**config.mk**
```make
export PLATFORM = sky130hd
export DESIGN_NAME = uart_receiver_flat
export DESIGN_NICKNAME = d
export VERILOG_FILES = /design/src/rtl/uart_pkg.sv /design/src/rtl/uart_receiver_if.sv /design/src/rtl/sync_2ff.sv /design/src/rtl/uart_receiver.sv /design/src/flat_wrapper.sv
export SDC_FILE = /design/constraint.sdc
export NUM_CORES = 1
export LEC_CHECK = 0
export CORE_MARGIN = 3
export CORE_UTILIZATION = 52
export DETAILED_ROUTE_END_ITERATION = 7
export PLACE_DENSITY_LB_ADDON = 0.05
export REMOVE_ABC_BUFFERS = 1
export SYNTH_ARGS = -nofsm -noshare
export SYNTH_HDL_FRONTEND = slang
export SYNTH_HIERARCHICAL = 1
export SYNTH_SLANG_ARGS = --single-unit
export TNS_END_PERCENT = 10
```
**constraint.sdc**
```tcl
create_clock -name clk -period 2 [get_ports clk]
set_input_delay 0.4 -clock clk [delete_from_list [all_inputs] [get_ports clk]]
set_output_delay 0.4 -clock clk [all_outputs]
set_load 0.01 [all_outputs]
```
**src/rtl/uart_pkg.sv**
```systemverilog
// Shared types and defaults for the debug-link UART receiver.
package uart_pkg;

   localparam int unsigned DefaultN          = 8;
   localparam int unsigned DefaultCountTicks = 16;

   typedef enum logic [1:0] {
      StIdle  = 2'd0,
      StStart = 2'd1,
      StData  = 2'd2,
      StStop  = 2'd3
   } rx_state_e;

   function automatic logic [3:0] state_to_leds(rx_state_e s);
      return 4'b0001 << s;
   endfunction

endpackage

```
**src/rtl/uart_receiver_if.sv**
```systemverilog
// Receiver-side signal bundle: line and tick in, byte and status out.
interface uart_receiver_if #(
   parameter int unsigned N = uart_pkg::DefaultN
);
   logic         tick;
   logic         rx;
   logic [N-1:0] data_out;
   logic         valid;
   logic         frame_err;
   logic [3:0]   state_leds;
   logic         started;

   modport master (
      output tick, rx,
      input  data_out, valid, frame_err, state_leds, started
   );

   modport slave (
      input  tick, rx,
      output data_out, valid, frame_err, state_leds, started
   );
endinterface

```
**src/rtl/sync_2ff.sv**
```systemverilog
// Two-flop synchroniser for a single asynchronous bit, with selectable reset value.
module sync_2ff #(
   parameter logic ResetVal = 1'b0
) (
   input  logic clk,
   input  logic reset,
   input  logic d_i,
   output logic q_o
);
   logic meta_q;
   logic sync_q;

   always_ff @(posedge clk) begin
      if (reset) begin
         meta_q <= ResetVal;
         sync_q <= ResetVal;
      end else begin
         meta_q <= d_i;
         sync_q <= meta_q;
      end
   end

   assign q_o = sync_q;
endmodule

```
**src/rtl/uart_receiver.sv**
```systemverilog
// Oversampling 8N1 receiver: start-bit qualification at mid bit, LSB-first shift, stop check.
module uart_receiver
   import uart_pkg::*;
#(
   parameter int unsigned N           = DefaultN,
   parameter int unsigned COUNT_TICKS = DefaultCountTicks
) (
   input logic            clk,
   input logic            reset,
   uart_receiver_if.slave bus
);
   localparam int unsigned TW = $clog2(COUNT_TICKS);
   localparam int unsigned BW = $clog2(N);

   localparam logic [TW-1:0] TickHalf = TW'(COUNT_TICKS / 2 - 1);
   localparam logic [TW-1:0] TickLast = TW'(COUNT_TICKS - 1);
   localparam logic [BW-1:0] BitLast  = BW'(N - 1);

   rx_state_e    state_q, state_d;
   logic [TW-1:0] tick_cnt_q, tick_cnt_d;
   logic [BW-1:0] bit_cnt_q, bit_cnt_d;
   logic [N-1:0]  shift_q, shift_d;
   logic [N-1:0]  data_q, data_d;
   logic          valid_q, valid_d;
   logic          ferr_q, ferr_d;
   logic          rx_s;

   sync_2ff #(
      .ResetVal(1'b1)
   ) u_rx_sync (
      .clk  (clk),
      .reset(reset),
      .d_i  (bus.rx),
      .q_o  (rx_s)
   );

   always_ff @(posedge clk) begin
      if (reset) begin
         state_q    <= StIdle;
         tick_cnt_q <= '0;
         bit_cnt_q  <= '0;
         shift_q    <= '0;
         data_q     <= '0;
         valid_q    <= 1'b0;
         ferr_q     <= 1'b0;
      end else begin
         state_q    <= state_d;
         tick_cnt_q <= tick_cnt_d;
         bit_cnt_q  <= bit_cnt_d;
         shift_q    <= shift_d;
         data_q     <= data_d;
         valid_q    <= valid_d;
         ferr_q     <= ferr_d;
      end
   end

   always_comb begin
      state_d    = state_q;
      tick_cnt_d = tick_cnt_q;
      bit_cnt_d  = bit_cnt_q;
      shift_d    = shift_q;
      data_d     = data_q;
      valid_d    = 1'b0;
      ferr_d     = 1'b0;

      unique case (state_q)
         StIdle: begin
            // Start edge is checked every clk; a coincident tick is deliberately not counted.
            if (!rx_s) begin
               tick_cnt_d = '0;
               state_d    = StStart;
            end
         end
         StStart: begin
            if (bus.tick) begin
               if (tick_cnt_q == TickHalf) begin
                  if (!rx_s) begin
                     tick_cnt_d = '0;
                     bit_cnt_d  = '0;
                     state_d    = StData;
                  end else begin
                     state_d = StIdle;
                  end
               end else begin
                  tick_cnt_d = tick_cnt_q + 1'b1;
               end
            end
         end
         StData: begin
            if (bus.tick) begin
               if (tick_cnt_q == TickLast) begin
                  shift_d    = {rx_s, shift_q[N-1:1]};
                  tick_cnt_d = '0;
                  if (bit_cnt_q == BitLast) begin
                     state_d = StStop;
                  end else begin
                     bit_cnt_d = bit_cnt_q + 1'b1;
                  end
               end else begin
                  tick_cnt_d = tick_cnt_q + 1'b1;
               end
            end
         end
         StStop: begin
            if (bus.tick) begin
               if (tick_cnt_q == TickLast) begin
                  // Leaving mid stop bit lets an immediately following start edge be caught.
                  if (rx_s) begin
                     data_d  = shift_q;
                     valid_d = 1'b1;
                  end else begin
                     ferr_d = 1'b1;
                  end
                  state_d = StIdle;
               end else begin
                  tick_cnt_d = tick_cnt_q + 1'b1;
               end
            end
         end
         default: state_d = StIdle;
      endcase
   end

   assign bus.data_out   = data_q;
   assign bus.valid      = valid_q;
   assign bus.frame_err  = ferr_q;
   assign bus.state_leds = state_to_leds(state_q);
   assign bus.started    = (state_q != StIdle);
endmodule

```
**src/flat_wrapper.sv**
```systemverilog
// flat-port wrapper written by rule: the top's interface ports become plain ports
module uart_receiver_flat import uart_pkg::*;
#(
   parameter int unsigned N           = DefaultN,
   parameter int unsigned COUNT_TICKS = DefaultCountTicks
)
  (clk, reset, bus_tick, bus_rx, bus_data_out, bus_valid, bus_frame_err, bus_state_leds, bus_started);
  uart_receiver_if #(.N(N)) bus_i ();
  input logic clk;
  input logic reset;
  input wire logic [$bits(bus_i.tick)-1:0] bus_tick;
  input wire logic [$bits(bus_i.rx)-1:0] bus_rx;
  output wire logic [$bits(bus_i.data_out)-1:0] bus_data_out;
  output wire logic [$bits(bus_i.valid)-1:0] bus_valid;
  output wire logic [$bits(bus_i.frame_err)-1:0] bus_frame_err;
  output wire logic [$bits(bus_i.state_leds)-1:0] bus_state_leds;
  output wire logic [$bits(bus_i.started)-1:0] bus_started;
  assign bus_i.tick = bus_tick;
  assign bus_i.rx = bus_rx;
  assign bus_data_out = bus_i.data_out;
  assign bus_valid = bus_i.valid;
  assign bus_frame_err = bus_i.frame_err;
  assign bus_state_leds = bus_i.state_leds;
  assign bus_started = bus_i.started;
  uart_receiver #(.N(N), .COUNT_TICKS(COUNT_TICKS)) u_core (.clk(clk), .reset(reset), .bus(bus_i));
endmodule
```
# Word-level counts from Yosys, hierarchy flattened
# Index checks and enable logic that the tools add are counted.
[op_classes]
addsub = 2
n_eq_ne = 17
shifts = 1
mux = 27
n_bitwise = 3
reduce_logical = 9
[op_table]
columns = ["op", "n"]
rows = [
  ["$mux 4", 7],
  ["$mux 2", 9],
  ["$mux 3", 6],
  ["$pmux 4 s4", 1],
  ["$ne 2x2->1 const B", 7],
  ["$ne 2x1->1 const B", 4],
  ["$pmux 2 s4", 1],
  ["$reduce_and 4->1", 2],
  ["$reduce_and 8->1", 1],
  ["$reduce_and 7->1", 1],
  ["$pmux 3 s2", 1],
  ["$add 4x1->4 const B", 1],
  ["$eq 2x2->1 const B", 2],
  ["$eq 4x3->1 const B", 1],
  ["$eq 4x4->1 const B", 1],
  ["$reduce_bool 2->1", 2],
  ["$reduce_or 4->1", 1],
  ["$shl 1x2->4 const A", 1],
  ["$add 3x1->3 const B", 1],
  ["$eq 3x3->1 const B", 1],
  ["$not 1->1", 3],
  ["$reduce_and 3->1", 1],
  ["$eq 2x1->1 const B", 1],
  ["$logic_not 2->1", 1],
  ["$mux 1", 2],
]
[word_totals]
regBits = 29
in_bits = 4
output_inout_bits = 15
wordCells = 68

# Logic depth before layout (Yosys ltp)
# Gate-level depths: netlist (run 1).
[logic_depth]
ltp_word = 5
ltp_mapped = 6

# Hierarchy
# Netlist (run 1), hierarchy kept.
[by_module_without_submodules]
columns = ["module", "n_inst", "cells_per_inst", "area_each_um2", "seq_area_each_um2"]
rows = [
  ["uart_receiver", 1, 131, 1267.5, 540.5],
  ["sync_2ff", 1, 4, 52.6, 40.0],
]

# Worst setup path before layout (run 1)
# Ideal clock, no wire load.
[synth_timing]
kind = "flip-flop to flip-flop"
start = "register u_core.bit_cnt_q[0]"
end = "register u_core.bit_cnt_q[1]"
arrival_ns = 1.414
t_required_ns = 1.929
slack_ns = 0.516
path_stages_with_launch = 7
path_buffers = 0
period_less_slack_ns = 1.484
cell_sequence = "dfxtp_1 -> ha_1 -> ha_1 -> and4bb_1 -> o211ai_2 -> or2_1 -> a21oi_1"
[synth_via]
elab_chain_cells = 5
[synth_lines]
columns = ["element", "line", "source"]
rows = [
  ["start, declared", "uart_receiver.sv:21", "logic [BW-1:0] bit_cnt_q, bit_cnt_d;"],
  ["start signal, assigned", "uart_receiver.sv:49", "bit_cnt_q <= bit_cnt_d;"],
  ["$add 3x1->3", "uart_receiver.sv:97", "bit_cnt_d = bit_cnt_q + 1'b1;"],
  ["$mux 3", "uart_receiver.sv:94", "if (bit_cnt_q == BitLast) begin"],
  ["$mux 3", "uart_receiver.sv:91", "if (tick_cnt_q == TickLast) begin"],
  ["$mux 3", "uart_receiver.sv:90", "if (bus.tick) begin"],
  ["$pmux 3 s2", "uart_receiver.sv:66", "unique case (state_q)"],
]
# Several ways; a longest one is shown, not always the timed one. The select of a mux whose other input is x is not followed.
# A chain may end at the register's enable or synchronous reset.

==> results_dict.tcl, run 1 <==
set metrics [dict create \
    worst_ep_required_time_ns 1.60 \
    synth_flop_cell "dfxtp_1" \
    layout-drive-gt1-share_pct 15.19 \
    clk_latency_ns 0.33 \
    fin_crit_ns 1.895 \
    endpoint_kind "primary output" \
    remaining_drc_errors 0 \
    numCtsBuffers 5 \
    avgRoutedWirePerCell_um 12.99 \
    synth_top_cell_by_area "dfxtp_1" \
    die_w_um 56.39 \
    cts-resized-gates 1 \
    ctsHtreeMaxLevel 2 \
    die_height_um 56.39 \
    grt_antenna_before_repair 0 \
    worstHoldEndpoint "u_core/u_rx_sync/q_o" \
    grt_overflow_total 0 \
    root_buffer "clkbuf_4" \
    fillCellCount 180 \
    dr.pass1.iters 4 \
    drv_slew 0 \
    holdBufCountCts 0 \
    antenna_left 0 \
    grt_pass1_wl_um 4126 \
    synth_area_per_cell_um2 9.778 \
    num_rows 17 \
    synthToLayoutAreaGrowth_pct 23.22 \
    grt_usage_pct 16.63 \
    via_count 982 \
    fin_crit_sh_pct 94.76 \
    wirelength_um 2417 \
    synth_edf_count 0 \
    swShare_pct 19.68 \
    fmax_mhz 527.7 \
    ys_warn_count 6 \
    cts_setup_buffers 0 \
    pin_count 19 \
    synth-async-reset-ratio_pct 0 \
    synth_cells 135 \
    yosysSeqAreaShare_pct 43.98 \
    final_nets 164 \
    status "complete, no violations" \
    cts_buffer_depth 2 \
    grt_pass1_vias 916 \
    dieArea_um2 3179 \
    worstReg2RegStart "u_core/tick_cnt_q[0]" \
    syn-cell-area_um2 1320 \
    maxCapViolations 0 \
    core_area_um2 2318 \
    seq_area_um2 584.3 \
    reg2reg_slack_ns 0.31 \
    synth_area_leaders "dfxtp_1 (44%), mux2i_1 (14%), nor2_1 (6.0%)" \
    p_per_area_nw_per_um2 759.9 \
    hpwl_um 1757 \
    min_path_type "reg2reg" \
    cts.clk_slew.worst_paths_ns 0.09 \
    fin_skew_ns 0.01187 \
    ir_drop_uv 772.6 \
    initial_core_util_pct 56.93 \
    min_delay_path_depth 1 \
    hold_violations 0 \
    regToRegEndpoint "u_core/shift_q[5]" \
    synth_common_cells "dfxtp_1 (29), nor2_1 (21), mux2i_1 (18), nand2_1 (9), or2_1 (4)" \
    netlist.area_leader.share_pct 43.98 \
    p_clk_share_pct 48.3 \
    viasPerCell 5.280 \
    grt_setup_unrepaired "false" \
    power_frac_comb_pct 4.5 \
    hp-start "u_core/u_rx_sync/meta_q" \
    p_leak_nw 0.6515 \
    setup_viol 0 \
    worst-path-max-fanout 14 \
    portBuffers 18 \
    slew_headroom_pct 75.53 \
    start_kind "flip-flop" \
    antenna_cells 0 \
    cp.arrival_ns 1.50 \
    routabilityCongestion 0.7848 \
    critical_path_class "reg2out" \
    grt_max_degree 17 \
    fin_tns_setup_ns 0 \
    first_iter_violations 25 \
    worst_hold_slack_ns 0.4098 \
    clock_sinks 29 \
    ys_ff_latch 29 \
    p_seq_share_pct 47.3 \
    synth_most_common_cell "dfxtp_1" \
    worstMarginPinSlew_ns 0.3665 \
    tritoncts "built" \
    synthDistinctLibCells 40 \
    p_int_w 0.0009928 \
    reg2regPathDepth 6 \
    multi_input_area_um2 671.9 \
    power_switching_w 0.0002433 \
]
worst max-delay path: stages (launching register included):
cell	delay [ns]
dfxtp_4	0.40
nor2_2	0.18
inv_1	0.10
clkdlybuf4s50_1	0.49
power groups by stage:
stage	sequential, W	clock (W)	combinational [W]
after global placement	0.000599	0	0.0000539
after CTS	0.000586	0.000608	0.0000549
after global routing	0.000585	0.000632	0.0000602
after floorplan	0.000601	0	0.0000182
after detailed placement	0.000599	0	0.0000545
final	0.000584	0.000597	0.0000550
cells by family after synthesis:
| logic type | Yosys count | share of synthesized area, % |
|---|---|---|
| adders and majority gates | 3 | 2.844 |
| AOI/OAI and AO/OA | 15 | 8.530 |
| and+or+nand+nor | 56 | 23.70 |
| buffers and inverters | 11 | 5.118 |
| DFF | 29 | 43.98 |
| xor gates and xnor gates | 2 | 1.327 |
| muxes | 19 | 14.50 |
worst max-delay path by stage:
stage	start	to	slack [ns]
5_1_grt	flip-flop	bus_started	0.03
6_report	flip-flop	bus_started	0.10
3_3_place_gp	bus_tick	u_core/shift_q[4]	0.18
3_5_place_dp	bus_tick	u_core/shift_q[5]	0.15
4_1_cts	flip-flop	bus_started	0.02
2_1_floorplan	u_core/tick_cnt_q[0]	u_core/shift_q[7]	0.41
final cells by class:
class	instances	area share (%)
Inverter	2	0.4615
Timing Repair Buffer	24	13.85
Clock inverter	3	4.000
Multi-Input combinational cell	95	41.31
Clock buffer	5	2.308
Tap cell	28	2.154
Sequential cell	29	35.92
sequential cells by signal, indices dropped and copies added, names as in the netlist, named ones only:
| name | flops |
|---|---|
| u_core/bit_cnt_q | 3 |
| u_core/bus.data_out | 8 |
| u_core/bus.frame_err | 1 |
| u_core/bus.valid | 1 |
| u_core/shift_q | 8 |
| u_core/state_q | 1 |
| u_core/tick_cnt_q | 4 |
| u_core/u_rx_sync/meta_q | 1 |
| u_core/u_rx_sync/q_o | 1 |
through the flow:
stage / instance area [um2] / worst slack (ns) / total power [W] / util, % / std cells
CTS: 1624 / 0.01846 / 0.001249 / 70.05 / 186
finish: 1627 / 0.1049 / 0.001236 / 70.16 / 186
floorplan: 1260 / 0.4101 / 0.0006187 / - / 126
detailed placement: 1520 / 0.1541 / 0.0006537 / 65.57 / 178
global route: 1627 / 0.03290 / 0.001277 / 70.16 / 186
global placement: 1520 / 0.1832 / 0.0006530 / 65.57 / 178
cells in the final DEF (no fill, tap or decap), types with 2 or more instances in the layout:
master           count
and2_1               3
o21ai_0              2
a31oi_1              2
clkdlybuf4s50_1     18
nor2_1              21
ha_1                 3
mux2i_1             18
buf_4                6
nor3_1               2
clkbuf_4             5
inv_1                2
nor2b_1              2
nand2_1              9
dfxtp_1             28
nand3_1              2
a21oi_1              2
or2_1                4
a211oi_1             2
nand2b_1             2
bufinv_16            2
per-layer routing:
| layer | wire length (um) | track usage (%) |
|---|---|---|
| met2 | 1074 | 24.21 |
| met4 | 60 | 8.475 |
| met1 | 1195 | 22.18 |
| met5 | 0 | 0 |
| met3 | 87 | 4.828 |
No activity file was read; power rests on OpenSTA's default activity.
==> run 2, diff against run 1 <==
--- a/config.mk
+++ b/config.mk
@@ -5,7 +5,7 @@
 export SDC_FILE = /design/constraint.sdc
 export NUM_CORES = 1
 export LEC_CHECK = 0
-export CORE_MARGIN = 3
+export CORE_MARGIN = 5
 export CORE_UTILIZATION = 52
 export DETAILED_ROUTE_END_ITERATION = 7
 export PLACE_DENSITY_LB_ADDON = 0.05
==> run 2 against run 1 <==
Effect of this change:
- highest routed layer unchanged
- critical path type unchanged
- clock skew fell by 0.0038 ns
- die area increased by 15%
- sequential power about the same
- critical endpoint is now bus_state_leds[2]
==> results_dict.tcl, run 2 (synthesis gave the netlist of run 1 again) <==
set metrics [dict create \
    status "complete, no violations" \
    p_clk_share_pct 35.5 \
    worstReg2RegStart "u_core/tick_cnt_q[0]" \
    power_frac_comb_pct 5.1 \
    pin_count 19 \
    p_leak_nw 0.6231 \
    initial_core_util_pct 53.77 \
    critPathBufInv 1 \
    cts_setup_buffers 0 \
    worstMarginPinSlew_ns 0.3739 \
    cts_buffer_depth 2 \
    root_buffer "clkbuf_4" \
    synthToLayoutAreaGrowth_pct 19.05 \
    hpwl_um 1705 \
    fin_skew_ns 0.008026 \
    power_switching_w 0.0002167 \
    maxCapViolations 0 \
    dieArea_um2 3646 \
    grt_setup_unrepaired "false" \
    grt_usage_pct 15.75 \
    worstHoldEndpoint "u_core/u_rx_sync/q_o" \
    grt_max_degree 32 \
    min_delay_path_depth 1 \
    worst-path-max-fanout 9 \
    fin_crit_sh_pct 93.38 \
    swShare_pct 21.95 \
    layout-drive-gt1-share_pct 13.46 \
    hold_violations 0 \
    fillCellCount 201 \
    fin_crit_ns 1.868 \
    grt_overflow_total 0 \
    ir_drop_uv 545.3 \
    regToRegEndpoint "u_core/bus.data_out[1]" \
    first_iter_violations 36 \
    p_int_w 0.0007706 \
    antenna_cells 0 \
    dr.pass1.iters 4 \
    worst_ep_required_time_ns 1.60 \
    antenna_left 0 \
    avgRoutedWirePerCell_um 13.23 \
    tritoncts "built" \
    final_common_cell "dfxtp_1" \
    reg2regPathDepth 5 \
    clock_sinks 29 \
    p_per_area_nw_per_um2 628.2 \
    wirelength_um 2461 \
    num_rows 18 \
    core_area_um2 2455 \
    most-common-layout-cells "dfxtp_1 (28), nor2_1 (21), clkdlybuf4s50_1 (18), mux2i_1 (18), nand2_1 (9)" \
    cts.clk_slew.worst_paths_ns 0.09 \
    portBuffers 18 \
    remaining_drc_errors 0 \
    reg2reg_slack_ns 0.35 \
    grt_pass1_vias 974 \
    viasPerCell 5.285 \
    setup_viol 0 \
    hp-start "u_core/u_rx_sync/meta_q" \
    cp.arrival_ns 1.47 \
    final_nets 163 \
    endpoint_kind "primary output" \
    crit_family "buffers and inverters" \
    via_count 983 \
    fmax_mhz 535.5 \
    clk_latency_ns 0.31 \
    slew_headroom_pct 75.04 \
    die_height_um 60.39 \
    grt_pass1_wl_um 4278 \
    p_seq_share_pct 59.4 \
    fin_tns_setup_ns 0 \
    grt_antenna_before_repair 0 \
    min_path_type "reg2reg" \
    numCtsBuffers 5 \
    routabilityCongestion 0.7852 \
    cp_slowest_cell "clkdlybuf4s50_1" \
    cp_cell_sequence "and2b_1, clkdlybuf4s50_1" \
    power.total_w 0.0009873 \
    die_w_um 60.39 \
    critical_path_class "reg2out" \
    ctsHtreeMaxLevel 2 \
    drv_slew 0 \
    cpPeakStageDelay_ns 0.55 \
    start_kind "flip-flop" \
]
-- run 2: area by class of cell --
cell class	count	area, um2	share of cell area [%]
clock buffer	7	55.05	3.503
multi-input combinational	95	671.9	42.75
inverter	2	7.507	0.4777
tap	30	37.54	2.389
sequential	29	581.8	37.02
timing repair buffer	23	217.7	13.85
-- run 2: repair_timing --
item                       4_1_cts  5_1_grt
hold buffers                     0        0
resized for setup                0        1
setup endpoints to repair        0        3
-- run 2: per-layer routing --
layer	track usage, %	part of all wire, %	vias up
met5	0	0	-
met4	5.696	0.85	0
li1	-	-	510
met1	18.61	44	451
met3	5.957	5.5	4
met2	26.08	50	18
-- run 2: power by group through the flow --
stage | sequential, W | combinational (W) | clock [W]
6_report | 0.000587 | 0.0000505 | 0.000350
5_1_grt | 0.000588 | 0.0000553 | 0.000395
4_1_cts | 0.000586 | 0.0000507 | 0.000366
3_5_place_dp | 0.000600 | 0.0000505 | 0
3_3_place_gp | 0.000600 | 0.0000499 | 0
2_1_floorplan | 0.000601 | 0.0000182 | 0
-- run 2: how the worst max path moves through the flow --
stage	from	endpoint	depth (start not counted)	slack, ns
floorplan	u_core/tick_cnt_q[0]	u_core/shift_q[7]	5	0.41
global placement	bus_tick	u_core/shift_q[2]	6	0.25
detailed placement	bus_tick	u_core/tick_cnt_q[0]	6	0.22
CTS	u_core/state_q[0]	bus_started	3	0.05
global route	u_core/state_q[0]	bus_started	3	0.03
finish	u_core/state_q[0]	bus_state_leds[2]	2	0.13
-- run 2: stage by stage --
step           instances  utilization, %  area, um2  hold slack [ns]  setup slack (ns)
6_report             186           64.02       1572           0.4127            0.1324
5_1_grt              186           64.02       1572           0.4415           0.03397
4_1_cts              186           63.97       1570           0.4112           0.05249
3_3_place_gp         179           61.72       1515           0.3875            0.2468
3_5_place_dp         179           61.72       1515           0.3916            0.2244
2_1_floorplan        126               -       1260           0.3832            0.4101
